**src/rtl/ps2_key_tracker.sv**
```systemverilog
// ps2_key_tracker: decodes PS/2 Set-2 scan-code bytes (E0 extended, F0 break prefixes)
// for 17 game keys. It keeps a live held-key bitmap and queues press/release events in a
// small FIFO with a valid/ready output.
// Optional build macro: TYPEMATIC_FILTER_EN. When it is defined, auto-repeat makes and
// breaks of keys that are not held push no event.
module ps2_key_tracker #(
    parameter int unsigned FIFO_DEPTH     = 8,
    parameter int unsigned PREFIX_TIMEOUT = 50000
) (
    input  logic        CLOCK_50,
    input  logic        reset,
    input  logic        code_valid,
    input  logic [7:0]  code_byte,
    input  logic        code_err,
    output logic [16:0] key_held,
    output logic        event_valid,
    output logic [4:0]  event_key,
    output logic        event_press,
    input  logic        event_ready,
    output logic        overflow
);
    localparam int unsigned AW = (FIFO_DEPTH > 1) ? $clog2(FIFO_DEPTH) : 1;
    localparam int unsigned CW = AW + 1;
    localparam int unsigned TW = (PREFIX_TIMEOUT > 1) ? $clog2(PREFIX_TIMEOUT) : 1;
    localparam logic [TW-1:0] TLAST = TW'(PREFIX_TIMEOUT - 1);
    localparam logic [CW-1:0] FULL  = CW'(FIFO_DEPTH);

    typedef enum logic [1:0] {StIdle, StExt, StBrk, StExtBrk} state_e;

    state_e          r_state, w_state_d;
    logic [TW-1:0]   r_tmo_cnt, w_tmo_cnt_d;
    logic            w_resolve, w_ext, w_make, w_is_prefix;
    logic            w_hit;
    logic [4:0]      w_idx;
    logic            w_push, w_push_ok, w_pop, w_full;
    logic [5:0]      w_push_data;
    logic [16:0]     r_key_held;
    logic            r_overflow, r_event_valid;
    logic [5:0]      r_head, w_head_d;
    logic [5:0]      r_mem [FIFO_DEPTH];
    logic [AW-1:0]   r_wr_ptr, r_rd_ptr, w_rd_ptr_d;
    logic [CW-1:0]   r_count, w_count_d, w_after_pop;

    // Returns {hit, index}; the extended flag must match exactly for a hit.
    function automatic logic [5:0] map_key(input logic ext, input logic [7:0] code);
        logic [5:0] res;
        res = 6'd0;
        if (ext) begin
            case (code)
                8'h75:   res = {1'b1, 5'd0};
                8'h72:   res = {1'b1, 5'd1};
                8'h6B:   res = {1'b1, 5'd2};
                8'h74:   res = {1'b1, 5'd3};
                default: res = 6'd0;
            endcase
        end else begin
            case (code)
                8'h1D:   res = {1'b1, 5'd4};
                8'h1C:   res = {1'b1, 5'd5};
                8'h1B:   res = {1'b1, 5'd6};
                8'h23:   res = {1'b1, 5'd7};
                8'h35:   res = {1'b1, 5'd8};
                8'h34:   res = {1'b1, 5'd9};
                8'h33:   res = {1'b1, 5'd10};
                8'h3B:   res = {1'b1, 5'd11};
                8'h4D:   res = {1'b1, 5'd12};
                8'h4B:   res = {1'b1, 5'd13};
                8'h4C:   res = {1'b1, 5'd14};
                8'h52:   res = {1'b1, 5'd15};
                8'h29:   res = {1'b1, 5'd16};
                default: res = 6'd0;
            endcase
        end
        return res;
    endfunction

    assign w_is_prefix    = (code_byte == 8'hE0) || (code_byte == 8'hF0);
    assign {w_hit, w_idx} = map_key(w_ext, code_byte);

    // Decoder next state and resolution; an accepted byte wins over a same-cycle timeout.
    always_comb begin
        w_state_d = r_state;
        w_resolve = 1'b0;
        w_ext     = 1'b0;
        w_make    = 1'b0;
        if (code_valid && code_err) begin
            w_state_d = StIdle;
        end else if (code_valid) begin
            unique case (r_state)
                StIdle: begin
                    if (code_byte == 8'hE0) begin
                        w_state_d = StExt;
                    end else if (code_byte == 8'hF0) begin
                        w_state_d = StBrk;
                    end else if (code_byte != 8'hE1) begin
                        w_resolve = 1'b1;
                        w_make    = 1'b1;
                    end
                end
                StExt: begin
                    if (code_byte == 8'hF0) begin
                        w_state_d = StExtBrk;
                    end else if (code_byte == 8'hE0) begin
                        w_state_d = StExt;
                    end else begin
                        w_resolve = 1'b1;
                        w_make    = 1'b1;
                        w_ext     = 1'b1;
                        w_state_d = StIdle;
                    end
                end
                StBrk: begin
                    w_state_d = StIdle;
                    w_resolve = !w_is_prefix;
                end
                StExtBrk: begin
                    w_state_d = StIdle;
                    w_resolve = !w_is_prefix;
                    w_ext     = 1'b1;
                end
                default: w_state_d = StIdle;
            endcase
        end else if ((r_state != StIdle) && (r_tmo_cnt == TLAST)) begin
            w_state_d = StIdle;
        end
        w_tmo_cnt_d = ((w_state_d == StIdle) || code_valid) ? '0 : r_tmo_cnt + TW'(1);
    end

    // Decoder state and prefix timeout counter.
    always_ff @(posedge CLOCK_50) begin
        if (reset) begin
            r_state   <= StIdle;
            r_tmo_cnt <= '0;
        end else begin
            r_state   <= w_state_d;
            r_tmo_cnt <= w_tmo_cnt_d;
        end
    end

    // FIFO push/pop control and next head entry.
    always_comb begin
`ifdef TYPEMATIC_FILTER_EN
        w_push = w_resolve && w_hit && (w_make != r_key_held[w_idx]);
`else
        w_push = w_resolve && w_hit;
`endif
        w_push_data = {w_idx, w_make};
        w_full      = (r_count == FULL);
        w_pop       = r_event_valid && event_ready;
        w_push_ok   = w_push && (!w_full || w_pop);
        w_after_pop = r_count - CW'(w_pop);
        w_count_d   = w_after_pop + CW'(w_push_ok);
        w_rd_ptr_d  = r_rd_ptr + AW'(w_pop);
        w_head_d    = r_head;
        if (w_count_d != '0) begin
            // If nothing remains after the pop, the new head is the entry pushed now.
            w_head_d = (w_after_pop == '0) ? w_push_data : r_mem[w_rd_ptr_d];
        end
    end

    // FIFO storage needs no reset; occupancy gates every read.
    always_ff @(posedge CLOCK_50) begin
        if (w_push_ok) begin
            r_mem[r_wr_ptr] <= w_push_data;
        end
    end

    // Held bitmap, FIFO pointers, registered head outputs and sticky overflow.
    always_ff @(posedge CLOCK_50) begin
        if (reset) begin
            r_key_held    <= '0;
            r_wr_ptr      <= '0;
            r_rd_ptr      <= '0;
            r_count       <= '0;
            r_head        <= '0;
            r_event_valid <= 1'b0;
            r_overflow    <= 1'b0;
        end else begin
            if (w_resolve && w_hit) begin
                r_key_held[w_idx] <= w_make;
            end
            if (w_push_ok) begin
                r_wr_ptr <= r_wr_ptr + AW'(1);
            end
            if (w_push && !w_push_ok) begin
                r_overflow <= 1'b1;
            end
            r_rd_ptr      <= w_rd_ptr_d;
            r_count       <= w_count_d;
            r_head        <= w_head_d;
            r_event_valid <= (w_count_d != '0);
        end
    end

    assign key_held    = r_key_held;
    assign event_valid = r_event_valid;
    assign event_key   = r_head[5:1];
    assign event_press = r_head[0];
    assign overflow    = r_overflow;

endmodule

```
**config.mk**
```make
export PLATFORM = sky130hd
export DESIGN_NAME = ps2_key_tracker
export DESIGN_NICKNAME = d
export VERILOG_FILES = /design/src/rtl/ps2_key_tracker.sv
export SDC_FILE = /design/constraint.sdc
export NUM_CORES = 1
export LEC_CHECK = 0
export BUFFER_PORTS_ARGS = -buffer_cell sky130_fd_sc_hd__buf_2
export CORE_UTILIZATION = 60
export DETAILED_ROUTE_END_ITERATION = 6
export MAX_ROUTING_LAYER = met4
export PLACE_DENSITY = 0.79
export RECOVER_POWER = 25
export SYNTH_ARGS = -nofsm -noshare
export SYNTH_HDL_FRONTEND = slang
export SYNTH_SLANG_ARGS = --single-unit
export TNS_END_PERCENT = 50
```
**constraint.sdc**
```tcl
create_clock -name CLOCK_50 -period 4.3 [get_ports CLOCK_50]
set_input_delay 0.43 -clock CLOCK_50 [delete_from_list [all_inputs] [get_ports CLOCK_50]]
set_output_delay 0.43 -clock CLOCK_50 [all_outputs]
set_load 0.005 [all_outputs]
```
==> results of run 1 <==
==> worst reg2reg max path: cells and delay by family, from the launching register on <==
kind / cells / cell delay (ps)
xor+xnor: 1 / 130
flops: 1 / 480
compound gates: 2 / 520
fa+ha+maj: 1 / 200
simple gates: 6 / 1770
==> cell usage in the layout (no fill, tap or decap), types with 11 or more instances in the layout <==
cell type	instances
edfxtp_1	48
mux2i_1	23
o21ai_0	12
xnor2_1	11
clkbuf_1	12
nand2_1	38
nor2_1	39
dfxtp_1	53
nor2b_1	11
nand3_1	16
buf_2	28
==> final cells by class <==
type / count / share of cell area, %
Inverter: 8 / 0.560
Sequential cell: 101 / 46.7
Timing Repair Buffer: 46 / 4.30
Clock buffer: 9 / 2.31
Multi-Input combinational cell: 310 / 41.8
Clock inverter: 7 / 1.94
Tap cell: 102 / 2.38
==> Yosys cell counts, types with 4 or more instances <==
master,count,share of area [%]
mux2i_1,23,4.7
inv_1,8,0.61
ha_1,8,2.0
nand3b_1,5,0.77
nand3_1,16,1.6
xnor2_1,11,2.0
o22ai_1,4,0.51
nor3_1,8,0.82
nor4_1,8,1.0
mux4_2,10,4.6
and2_1,6,0.77
nor2b_1,11,1.4
clkbuf_1,20,1.5
and4b_1,6,1.2
nor3b_1,5,0.77
edfxtp_1,48,29
nand2b_1,6,0.77
dfxtp_1,53,22
xor2_1,9,1.6
a21oi_1,10,1.0
and3_1,7,0.89
nor4b_1,5,0.89
o21ai_0,12,1.2
nor2_1,39,3.0
nand2_1,38,2.9
==> power by group through the flow <==
stage                     clock [mW]  sequential, mW  combinational, mW
after floorplan                    0            1.08              0.375
after global placement             0            1.08              0.469
after detailed placement           0            1.08              0.480
after CTS                      0.684            1.06              0.484
after global routing           0.723            1.06              0.537
final                          0.672            1.06              0.486
==> worst max path at each step <==
| stage | slack [ps] | end | from | cells after the start |
|---|---|---|---|---|
| final | 550 | r_head[1]$_SDFFE_PP0P_ | code_byte[0] | 12 |
| after global routing | 250 | r_head[1]$_SDFFE_PP0P_ | code_byte[0] | 12 |
| after CTS | 750 | r_head[1]$_SDFFE_PP0P_ | code_byte[4] | 12 |
| after detailed placement | 370 | r_head[1]$_SDFFE_PP0P_ | code_byte[4] | 12 |
| after global placement | 440 | r_head[1]$_SDFFE_PP0P_ | code_byte[4] | 12 |
| after floorplan | 340 | r_head[1]$_SDFFE_PP0P_ | code_byte[7] | 15 |
==> kinds of logic (layout without fill, tap and decap cells) <==
kind of cell	Yosys count	count (layout)	share of synthesized area, %
AOI/OAI and AO/OA	53	53	7.31
muxes	36	36	10.0
DFF	101	101	51.1
and+or+nand+nor	193	193	22.9
adders and majority gates	8	8	2.05
buffers and inverters	35	70	3.07
xor gates and xnor gates	20	20	3.58
==> sequential cells by signal (all words and copies together), names as in the netlist <==
signal       flops
event_valid      1
key_held        17
overflow         1
r_count          4
r_head           6
r_mem           48
r_rd_ptr         3
r_state          2
r_tmo_cnt       16
r_wr_ptr         3
==> through the flow <==
stage          area [µm²]  util [%]  power (mW)  setup WS, ps  hold WS (ps)
3_5_place_dp         5150      66.0        1.56           370           431
2_1_floorplan        4890         -        1.45           344           413
6_report             5360      68.6        2.21           547           419
5_1_grt              5360      68.6        2.32           247           451
3_3_place_gp         5150      66.0        1.55           438           425
4_1_cts              5380      68.9        2.22           745           406
==> routing by layer <==
metal	wire length (µm)	global-route usage, %
met1	4420	33.8
met2	4520	38.0
met3	562	6.08
met4	193	8.46
met5	0	-
==> impl_metrics.ini, run 1 <==
[run_status]
status = finished, final reports clean

[routing]
drt_pass1_iterations = 4
wirelength_um = 9700
vias_per_cell = 6.03
wl_per_cell_um = 16.6
drt_iter0_markers = 156
vias = 3516
ant_nets = 0
drc = 0

[sta]
fin_crit_ps = 3750
setup_viol = 0
max_freq_mhz = 266
period_share_pct = 87.3
rsz0062_at_grt = false
worstMarginPinSlew_ps = 764
fin_setup_tns_ps = 0
hold_viol = 0
skew_ps = 12.9
slew_headroom_pct = 49.0
maxSlewViolCount = 0

[pwr]
comb_power_share_pct = 21.9
ir_drop_mv = 0.237
powerDensity_mw_per_mm2 = 413
switchingPower_mw = 0.637
pwr-share-clk_pct = 30.3
internal_power_mw = 1.58
p_sw_share_pct = 28.8
p_leak_nw = 1.91
seqPwrFrac_pct = 47.7

[synth]
synth_area_per_cell_um2 = 11.0
async_flop_share_pct = 0
synth-edff-count = 48
ys_types = 67
synth_seq_cells = 101
synth_area_mm2 = 0.00489
yosys_warnings = 0
seq_area_frac_synth_pct = 51.1
ys.flop_type = dfxtp_1
synthCells = 446
syn-num-nets = 467

[layout]
multi_input_area_mm2 = 0.00224
fill_cells = 625
layout.cells.non_filler = 583
diodes = 0
drive_gt1_share_pct = 15.2
nets = 497
seq_area_mm2 = 0.00250
areaGrowthSynthToFinish_pct = 9.51

[cts]
clockBufferDepth = 2
cts-root-buf = clkbuf_8
cts_hold_buf = 0
cts_resized = 0
htreeDepth = 3
cts_tree = built
clkSinkCount = 101
clk_latency_ps = 370
clk_pin_slew_ps = 100
cts_buffers = 9
cts_setup_buffers = 0

[worst_hold_path]
min-delay-start = code_valid
holdCritPathClass = primary input to register
holdPathStages = 4
worstHoldEndpoint = r_state[1]$_SDFF_PP0_

[die]
die_h_um = 92.3
fp.dieW_um = 92.3
rows = 32
initial_utilization_pct = 62.7
io_pins = 38
core_mm2 = 0.00781
die-area_mm2 = 0.00852

[global_routing]
grt_pass1_wl_um = 16100
grt_pass1_vias = 3231
grt_max_degree = 23
gr-total-overflow = 0
antenna_found_initial = 0
track_usage_pct = 25.3

[worst_setup_path]
cp-start-kind = primary input
r2r_setup_slack_ps = 1130
cp.buffers_inverters = 1
required_ps = 4580
cp_max_fo = 18
reg2regPathDepth = 10
critPathMaxStageDelay_ps = 630
end_kind = register
crit_family = simple AND/OR/NAND/NOR gates
cpMaxStageDelayCell = or4_1
path_cells = clkbuf_1 -> or3b_2 -> a211o_1 -> and4b_1 -> and3b_1 -> nor3_2 -> ha_1 -> nor3b_1 -> xnor2_1 -> or4_1 -> and3_1 -> nor4_1
timing.rr.start = r_state[0]$_SDFF_PP0_
rr_endpoint = r_head[1]$_SDFFE_PP0P_
path_class = primary input to register
worstPathArrival_ps = 4030

[job]
maxCapViolations = 0

[placement]
gp_congestion = 0.889
dp.cells = 567
portBuffers = 37
dp_hpwl_um = 6920
Power figures use the tool's default switching activity.
==> inputs of run 2 (changes only) <==
Settings changed: SLEW_MARGIN set to 20.
Clock period 4.3 ns to 4.2 ns, I/O delays scaled along.
==> impl_metrics.ini, run 2 (same netlist as run 1, synthesis figures left out) <==
[run_status]
status = finished, final reports clean

[layout]
areaGrowthSynthToFinish_pct = 9.23
final_area_mm2 = 0.00535
fill_cells = 599
diodes = 0
largest_reg_flops = 48
layout_commonest_cell = dfxtp_1
nets = 498
layout_common_cells = dfxtp_1 (53), edfxtp_1 (48), nor2_1 (39)
layout.cells.non_filler = 584
regMostFlops = r_mem
drive_gt1_share_pct = 15.1

[worst_setup_path]
reg2regPathDepth = 10
end_kind = register
path_class = primary input to register
required_ps = 4480
timing.rr.start = r_state[0]$_SDFF_PP0_
worstPathArrival_ps = 3990
r2r_setup_slack_ps = 1140
cp-start-kind = primary input
cp_max_fo = 15
rr_endpoint = r_head[1]$_SDFFE_PP0P_

[global_routing]
gr-total-overflow = 0
grt_util_met3_pct = 4.27
met2_usage_pct = 39.3
antenna_found_initial = 0
grt_pass1_vias = 3379
use_met1_pct = 37.5
grt_max_degree = 23
grt_pass1_wl_um = 17000
track_usage_pct = 26.7
grt_busiest_layer = met2

[routing]
drc = 0
drt_pass1_iterations = 7
drt_iter0_markers = 232
ant_nets = 0
vias_per_cell = 6.17
wirelength_um = 10200
vias = 3603
wl_per_cell_um = 17.5

[placement]
dp.cells = 568
portBuffers = 37
dp_hpwl_um = 7170
place_area_mm2 = 0.00516
gp_congestion = 0.884

[sta]
slew_headroom_pct = 43.9
fin_setup_tns_ps = 0
timing.hold.ws_ps = 404
period_share_pct = 88.3
maxSlewViolCount = 0
rsz0062_at_grt = false
hold_viol = 0
max_freq_mhz = 270
fin_crit_ps = 3710
setup_viol = 0
skew_ps = 9.55
worstMarginPinSlew_ps = 842

[die]
rows = 32
die-area_mm2 = 0.00852
io_pins = 38
initial_utilization_pct = 62.7
core_mm2 = 0.00781
fp.dieW_um = 92.3
die_h_um = 92.3

[pwr]
ir_drop_mv = 0.195
p_total_mw = 2.21
p_leak_nw = 1.91
powerDensity_mw_per_mm2 = 413

[worst_hold_path]
holdCritPathClass = primary input to register
holdPathStages = 4
min-delay-start = code_valid
worstHoldEndpoint = r_state[1]$_SDFF_PP0_

[cts]
clkSinkCount = 101
cts_resized = 0
clk_latency_ps = 370
clk_pin_slew_ps = 110
cts_buffers = 9
clockBufferDepth = 2
cts-root-buf = clkbuf_8
cts_tree = built
cts_setup_buffers = 0
htreeDepth = 3
cts_hold_buf = 0

[job]
maxCapViolations = 0
## run 2: how the worst max path moves through the flow
stage | startpoint | to | slack [ps]
global route | code_byte[2] | r_head[1]$_SDFFE_PP0P_ | 210
floorplan | code_byte[7] | r_head[1]$_SDFFE_PP0P_ | 250
global placement | code_byte[4] | r_head[1]$_SDFFE_PP0P_ | 310
CTS | code_byte[4] | r_head[1]$_SDFFE_PP0P_ | 540
finish | code_byte[2] | r_head[1]$_SDFFE_PP0P_ | 490
detailed placement | code_byte[4] | r_head[1]$_SDFFE_PP0P_ | 150
## run 2: through the flow
stage               worst slack (ps)  utilization, %
floorplan                        254               -
global placement                 315            66.1
detailed placement               153            66.1
CTS                              540            68.9
global route                     207            68.5
finish                           493            68.5
## run 2: routing by layer
layer	wire length [µm]	part of all wire, %
met2	4780	47
met3	550	5.4
met1	4740	47
met4	118	1.2
met5	0	0
## run 2: report_power, final
part	switching [mW]	internal, mW
Clock	0.386	0.241
Combinational	0.286	0.212
Sequential	0.0217	1.06
Total	0.694	1.51
## run 2: critical path: stages
cell,delay (ps)
clkbuf_1,390
nand3b_1,220
a2111oi_0,430
and4b_1,330
and3b_1,250
nor3_2,230
ha_1,200
nor3b_1,260
xnor2_1,150
or4_1,630
and3_1,230
nor4_1,250
## run 2: area by class of cell
class	count	area, µm²	share of cell area (%)
Clock buffer	9	124	2.32
Clock inverter	7	91.3	1.71
Inverter	8	30.0	0.562
Multi-Input combinational cell	310	2230	41.8
Sequential cell	101	2500	46.8
Tap cell	102	128	2.39
Timing Repair Buffer	47	235	4.40
==> inputs of run 3 (changes only) <==
Clock period 4.2 ns to 3.73 ns, I/O delays scaled along.
==> impl_metrics.ini, run 3 (same netlist as run 1, synthesis figures left out) <==
[cts]
cts_tree = built
htreeDepth = 3
cts-root-buf = clkbuf_8
clk_latency_ps = 370
cts_buffers = 9
cts_resized = 0
cts_setup_buffers = 0
clockBufferDepth = 2
cts_hold_buf = 0
clk_pin_slew_ps = 100
clkSinkCount = 101

[die]
die-area_mm2 = 0.00852
die_h_um = 92.3
io_pins = 38
core_mm2 = 0.00781
fp.dieW_um = 92.3
initial_utilization_pct = 62.7
rows = 32

[global_routing]
grt_busiest_layer = met2
grt_pass1_vias = 3349
antenna_found_initial = 0
grt_pass1_wl_um = 16300
met2_usage_pct = 39.4
gr-total-overflow = 0
grt_util_met3_pct = 5.09
grt_max_degree = 23
track_usage_pct = 25.9
use_met1_pct = 34.8

[layout]
drive_gt1_share_pct = 16.6
layout_commonest_cell = dfxtp_1
diodes = 0
largest_reg_flops = 48
fin_util_pct = 68.7
nets = 503
areaGrowthSynthToFinish_pct = 9.67
layout_common_cells = dfxtp_1 (53), edfxtp_1 (48), nor2_1 (39)
regMostFlops = r_mem
fill_cells = 605

[worst_setup_path]
cpMaxStageDelayCell = or4_1
path_cells = clkbuf_1 -> nor4b_1 -> a32oi_1 -> and4b_1 -> and3b_1 -> nor3_2 -> ha_1 -> ha_1 -> or4_1 -> buf_4 -> nand2_1 -> o22ai_1
path_class = primary input to register
cp-start-kind = primary input
end_kind = register
cp_max_fo = 15
required_ps = 3990
r2r_setup_slack_ps = 860
critPathMaxStageDelay_ps = 570
worstPathArrival_ps = 3580
crit_top_cell = ha_1

[sta]
fin_crit_ps = 3320
timing.hold.ws_ps = 358
hold_viol = 0
max_freq_mhz = 301
skew_ps = 9.97
maxSlewViolCount = 0
setup_viol = 0
rsz0062_at_grt = false
worstMarginPinSlew_ps = 872
slew_headroom_pct = 41.0
fin_setup_tns_ps = 0
period_share_pct = 89.0

[routing]
drc = 0
vias_per_cell = 6.13
ant_nets = 0
vias = 3608
wirelength_um = 10200
drt_iter0_markers = 180
wl_per_cell_um = 17.3
drt_pass1_iterations = 5

[worst_hold_path]
holdCritPathClass = primary input to register

[placement]
dp_hpwl_um = 7140
gp_congestion = 0.923
portBuffers = 37

[pwr]
p_leak_nw = 1.93
ir_drop_mv = 0.274
p_total_mw = 2.46
powerDensity_mw_per_mm2 = 459

[job]
maxCapViolations = 0

[run_status]
status = finished, final reports clean
-- run 3: final cells by class --
class	instances	area (µm²)	share of cell area, %
Sequential cell	101	2500	46.6
Multi-Input combinational cell	310	2250	41.9
Timing Repair Buffer	52	275	5.13
Tap cell	102	128	2.38
Clock buffer	9	124	2.31
Clock inverter	7	58.8	1.10
Inverter	8	30.0	0.560
-- run 3: path summary, 6_finish.rpt --
check | startpoint | to | depth (start not counted)
setup / recovery | code_byte[2] | r_head[2]$_SDFFE_PP0P_ | 12
hold / removal | code_valid | r_state[1]$_SDFF_PP0_ | 4
setup reg to reg | r_state[1]$_SDFF_PP0_ | r_head[2]$_SDFFE_PP0P_ | 10
hold reg to reg | r_tmo_cnt[0]$_SDFF_PP0_ | r_tmo_cnt[0]$_SDFF_PP0_ | 1
-- run 3: layer usage --
layer | routed length [µm] | part of all wire, % | vias up
li1 | - | - | 1733
met1 | 4720 | 46 | 1747
met2 | 4830 | 47 | 122
met3 | 548 | 5.4 | 6
met4 | 86 | 0.84 | 0
met5 | 0 | 0 | -
-- run 3: where the power goes --
group / total, mW / leakage [nW] / internal (mW) / switching (mW)
clock: 0.640 / 0.0937 / 0.253 / 0.387
combinational: 0.604 / 0.939 / 0.268 / 0.336
sequential: 1.22 / 0.900 / 1.19 / 0.0233
-- run 3: through the flow --
| stage | setup slack, ps | instances | cell area, µm² |
|---|---|---|---|
| floorplan | 6.34 | 446 | 4910 |
| global placement | 192 | 573 | 5210 |
| detailed placement | 76.5 | 573 | 5210 |
| CTS | 474 | 589 | 5390 |
| global route | 190 | 589 | 5370 |
| finish | 411 | 589 | 5370 |
-- run 3: critical path: cells and delay by family --
family,cells,cell delay (ps)
buf+inv,2,420
compound gates,2,370
fa+ha+maj,2,480
simple gates,6,1910
